$ cat src/rtl/button_debounce_if.sv
// rtl/button_debounce_if.sv - raw button pins in; debounced level and edge pulses out
interface button_debounce_if #(
    parameter int width_p = 3
) ();
    logic [width_p-1:0] btn_async_unsafe_i;
    logic [width_p-1:0] btn_o;
    logic [width_p-1:0] press_o;
    logic [width_p-1:0] release_o;

    modport master (
        output btn_async_unsafe_i,
        input  btn_o,
        input  press_o,
        input  release_o
    );

    modport slave (
        input  btn_async_unsafe_i,
        output btn_o,
        output press_o,
        output release_o
    );
endinterface

$ cat src/rtl/button_debounce.sv
// rtl/button_debounce.sv - per-bit two-flop synchronizer, stability-counter debounce, press/release pulses
module button_debounce #(
    parameter int width_p         = 3,
    parameter int stable_cycles_p = 120000,
    parameter int active_low_p    = 0
) (
    input logic              clk_i,
    input logic              reset_n_i,
    button_debounce_if.slave btn_if
);
    localparam int cnt_w_lp = (stable_cycles_p < 2) ? 1 : $clog2(stable_cycles_p);
    localparam logic [cnt_w_lp-1:0] cnt_max_lp = cnt_w_lp'(stable_cycles_p - 1);

    generate
        if (stable_cycles_p < 2) begin : g_bad_stable_cycles
            $error("button_debounce: stable_cycles_p must be at least 2");
        end
    endgenerate

    logic [width_p-1:0]  s1_q, s1_d;
    logic [width_p-1:0]  s2_q, s2_d;
    logic [width_p-1:0]  lvl_q, lvl_d;
    logic [width_p-1:0]  press_q, press_d;
    logic [width_p-1:0]  release_q, release_d;
    logic [cnt_w_lp-1:0] cnt_q [width_p];
    logic [cnt_w_lp-1:0] cnt_d [width_p];
    logic [width_p-1:0]  sample;

    always_comb begin
        s1_d      = btn_if.btn_async_unsafe_i;
        s2_d      = s1_q;
        sample    = (active_low_p != 0) ? ~s2_q : s2_q;
        lvl_d     = lvl_q;
        press_d   = '0;
        release_d = '0;
        for (int i = 0; i < width_p; i++) begin
            cnt_d[i] = '0;
            // Any sample agreeing with the current level leaves the count at zero.
            if (sample[i] != lvl_q[i]) begin
                if (cnt_q[i] == cnt_max_lp) begin
                    lvl_d[i]     = sample[i];
                    press_d[i]   = sample[i];
                    release_d[i] = ~sample[i];
                end else begin
                    cnt_d[i] = cnt_q[i] + cnt_w_lp'(1);
                end
            end
        end
    end

    always_ff @(posedge clk_i or negedge reset_n_i) begin
        if (!reset_n_i) begin
            s1_q      <= '0;
            s2_q      <= '0;
            lvl_q     <= '0;
            press_q   <= '0;
            release_q <= '0;
            for (int i = 0; i < width_p; i++) begin
                cnt_q[i] <= '0;
            end
        end else begin
            s1_q      <= s1_d;
            s2_q      <= s2_d;
            lvl_q     <= lvl_d;
            press_q   <= press_d;
            release_q <= release_d;
            for (int i = 0; i < width_p; i++) begin
                cnt_q[i] <= cnt_d[i];
            end
        end
    end

    assign btn_if.btn_o     = lvl_q;
    assign btn_if.press_o   = press_q;
    assign btn_if.release_o = release_q;
endmodule

$ cat src/flat_wrapper.sv
// flat-port wrapper written by rule: the top's interface ports become plain ports
module button_debounce_flat 
#(
    parameter int width_p         = 3,
    parameter int stable_cycles_p = 120000,
    parameter int active_low_p    = 0
)
  (clk_i, reset_n_i, btn_if_btn_async_unsafe_i, btn_if_btn_o, btn_if_press_o, btn_if_release_o);
  button_debounce_if #(.width_p(width_p)) btn_if_i ();
  input logic clk_i;
  input logic reset_n_i;
  input wire logic [$bits(btn_if_i.btn_async_unsafe_i)-1:0] btn_if_btn_async_unsafe_i;
  output wire logic [$bits(btn_if_i.btn_o)-1:0] btn_if_btn_o;
  output wire logic [$bits(btn_if_i.press_o)-1:0] btn_if_press_o;
  output wire logic [$bits(btn_if_i.release_o)-1:0] btn_if_release_o;
  assign btn_if_i.btn_async_unsafe_i = btn_if_btn_async_unsafe_i;
  assign btn_if_btn_o = btn_if_i.btn_o;
  assign btn_if_press_o = btn_if_i.press_o;
  assign btn_if_release_o = btn_if_i.release_o;
  button_debounce #(.width_p(width_p), .stable_cycles_p(stable_cycles_p), .active_low_p(active_low_p)) u_core (.clk_i(clk_i), .reset_n_i(reset_n_i), .btn_if(btn_if_i));
endmodule
$ cat config.mk
export PLATFORM = sky130hd
export DESIGN_NAME = button_debounce_flat
export DESIGN_NICKNAME = d
export VERILOG_FILES = /design/src/rtl/button_debounce_if.sv /design/src/rtl/button_debounce.sv /design/src/flat_wrapper.sv
export SDC_FILE = /design/constraint.sdc
export NUM_CORES = 1
export LEC_CHECK = 0
export CELL_PAD_IN_SITES_DETAIL_PLACEMENT = 1
export CELL_PAD_IN_SITES_GLOBAL_PLACEMENT = 1
export CORE_ASPECT_RATIO = 0.7
export CORE_UTILIZATION = 36
export DETAILED_ROUTE_END_ITERATION = 12
export PLACE_DENSITY = 0.74
export RECOVER_POWER = 50
export SLEW_MARGIN = 15
export SYNTH_ARGS = -nofsm -noshare
export SYNTH_HDL_FRONTEND = slang
export SYNTH_SLANG_ARGS = --single-unit
$ cat constraint.sdc
create_clock -name clk_i -period 1.9 [get_ports clk_i]
set_input_delay 0.57 -clock clk_i [delete_from_list [all_inputs] [get_ports clk_i]]
set_output_delay 0.57 -clock clk_i [all_outputs]
set_load 0.005 [all_outputs]
==> results of run 1 <==
state kept, by name, summed over array words and instances, names as in the netlist:
signal / count
u_core.btn_if.btn_o: 3
u_core.btn_if.press_o: 3
u_core.btn_if.release_o: 3
u_core.cnt_q: 51
u_core.s1_q: 3
u_core.s2_q: 3
through the flow:
stage / hold slack (ns) / cells / util / power [uW]
3_5_place_dp: 0.336 / 407 / 0.420 / 1580
5_1_grt: 0.361 / 422 / 0.453 / 3220
6_report: 0.347 / 422 / 0.453 / 3090
4_1_cts: 0.261 / 422 / 0.455 / 3140
3_3_place_gp: 0.333 / 407 / 0.420 / 1580
2_1_floorplan: 0.274 / 287 / - / 1510
per-layer routing:
layer	vias up	routed length (um)
met5	-	0
met4	0	117
met3	10	164
met2	18	2990
met1	1119	3300
li1	1074	-
critical path, stage by stage (launching register included):
cell and delay (ns):
dfrtp_1 0.37, or4_1 0.53, or4_4 0.53, mux2_4 0.31
report_power, final:
| group | total [uW] | internal [uW] | switching (uW) |
|---|---|---|---|
| sequential | 1450 | 1430 | 21.5 |
| combinational | 97.7 | 33.9 | 63.8 |
| clock | 1540 | 943 | 595 |
| total | 3090 | 2410 | 681 |
cell usage in the layout (no fill, tap or decap), types with 2 or more instances in the layout:
cell type,instances
a21oi_1,2
nand4b_1,2
nand2_1,11
clkbuf_8,2
dfrtp_1,64
nor3b_1,7
nor3_1,6
buf_4,12
clkinvlp_4,3
mux2_2,2
and3_1,7
inv_1,2
xnor2_1,23
ha_1,3
nor4_1,9
or3_1,4
nor2_1,52
nor4b_1,2
o21ai_0,2
clkbuf_16,9
nand3_1,16
dfrtp_2,2
and3_2,2
o21ai_1,2
xor2_1,23
clkdlybuf4s50_1,11
nand4_1,23
and4_1,6
final cells by class:
type	instances	area (um^2)	share of cell area
clock buffer	11	253	0.0696
sequential	66	1650	0.456
inverter	2	7.51	0.00207
timing repair buffer	26	223	0.0614
multi-input combinational	212	1340	0.369
clock inverter	4	27.5	0.00758
tap	101	126	0.0348
cells by family (layout without fill, tap and decap cells):
| group | Yosys count | in the layout |
|---|---|---|
| simple gates | 154 | 154 |
| buf+inv | 9 | 43 |
| fa+ha+maj | 3 | 3 |
| xor+xnor | 46 | 46 |
| compound gates | 6 | 6 |
| mux | 3 | 3 |
| flops | 66 | 66 |
final timing paths:
kind | cells past startpoint | start | slack, ns | end
max | 3 | u_core.cnt_q[8] | 0.04 | u_core.btn_if.btn_o[2]
min | 0 | u_core.s1_q[0] | 0.35 | u_core.s2_q[0]
max reg2reg | 3 | u_core.cnt_q[8] | 0.04 | u_core.btn_if.btn_o[2]
min reg2reg | 0 | u_core.s1_q[0] | 0.35 | u_core.s2_q[0]
max in group asynchronous | 2 | reset_n_i | 0.80 | u_core.btn_if.btn_o[1]
min in group asynchronous | 2 | reset_n_i | 0.47 | u_core.cnt_q[15]
repair_timing:
action / in CTS / in global routing
endpoints found under the setup margin: 0 / 2
hold buffers: 0 / 0
setup buffers: 0 / 0
gates resized for setup: 0 / 2
==> run metrics, run 1 <==
mux cell area share after synthesis=0.0124; fin crit share=0.979; Total GRT Usage=0.178; critical setup path kind=flop to flop; register area share after synthesis=0.544; Mapped Nets=295; post-detailed-route wirelength per cell=15.6 um; synth warn=0; final wirelength=6580 um; setup slack after layout=0.0406 ns; met1 Use GR=0.233; clk root buf=clkbuf_16; Yosys top cell area share=0.544; drt drc=1; Final TNS setup=0 ns; outcome=finished with violations; initial antenna violation count=0; Core Rows=27; top cells by area, synth=dfrtp_1, xnor2_1, xor2_1; Placement Setup Slack=0.0446 ns; CTS tree=yes; IO buf count=13; maximum vdd ir drop=0.422 mV; number of fill cells=901; Worst-path clk slew=0.06 ns; Setup-failing EPs final=0; CTS H-tree depth=3; worst-margin pin slew=0.891 ns; NumNets Final=325; pin count of the biggest net entering global routing=67; largest buffer count on any clock path=2; critical path launch point type=flop; adder-cell share of the synthesized area=0.0124; CTS Sinks=66; Post-Syn Instances=287; gr busiest metal=met2; largest family of logic cells by synthesized area=simple AND/OR/NAND/NOR gates; min Tclk post-route=1.86 ns; FFs w/ async S/R, synth=1.00; Synth area leader=dfrtp_1; min-delay worst type=flop to flop; grt met3 use=0.0504; grt met2 use=0.276; DRT Pass-1 Iters=7; vias in the first global route=2,401; Fin. Hold Viols=0; commonest cells in the netlist=dfrtp_1, nor2_1, nand4_1, xnor2_1, xor2_1; Initial Utilization=0.379; compound-gate portion of the synthesized area=0.00990; pwr dens=850 nW/um^2; GRT overflow=0; maxcap violations=0; GPL Wtd Cong=0.774; Core ar.=8010 um^2; I/O pins=14; Iteration-0 DRC Markers=81; CP Max Fanout=3; Avg Synthesized Cell Area=10.6 um^2; Top FF cell, synth=dfrtp_1; failing checks=DRC; detailed placer's ending HPWL=4500 um; Netlist cell types=33; Lkg Pwr=0.00151 uW; Ant. Diodes=0; CTS Buf Count=9; worst path required time=2.11 ns; Area growth, synth to finish=19.6%; Mapped Area=3030 um^2; via count=2,221; Yosys reg bits=66; post-synthesis simple-gate area fraction=0.274; Setup Skew=0.00569 ns; Rel. slew slack=0.406; first-pass GRT wire length=12,100 um; XOR/XNOR Fraction of Synth Area=0.133; Vias/cell=5.26; critical path endpoint category=flop; fin area=3630 um^2; latest clock arrival within the worst-skew pair=0.33 ns; DRT antenna net count=0; Peak Freq=538 MHz; number of synthesized flops with an enable pin=0; Max Slew Vio Count=0; unrepaired setup endpoints after global routing=false; Die H=78.8 um; Crit path arrival time=2.07 ns; total die area=8810 um^2; dpl cell area=3360 um^2; Die W=112 um; count leader, synth=dfrtp_1; layout cells sized above 1=0.121
Note: power is estimated with default switching activity, not from simulation.
==> run 2, diff against run 1 <==
--- a/config.mk
+++ b/config.mk
@@ -5,6 +5,7 @@
 export SDC_FILE = /design/constraint.sdc
 export NUM_CORES = 1
 export LEC_CHECK = 0
+export ABC_CLOCK_PERIOD_IN_PS = 1900
 export CELL_PAD_IN_SITES_DETAIL_PLACEMENT = 1
 export CELL_PAD_IN_SITES_GLOBAL_PLACEMENT = 1
 export CORE_ASPECT_RATIO = 0.7
==> results of run 2 <==
No change in the layout: final DEF, timing and power equal those of run 1.
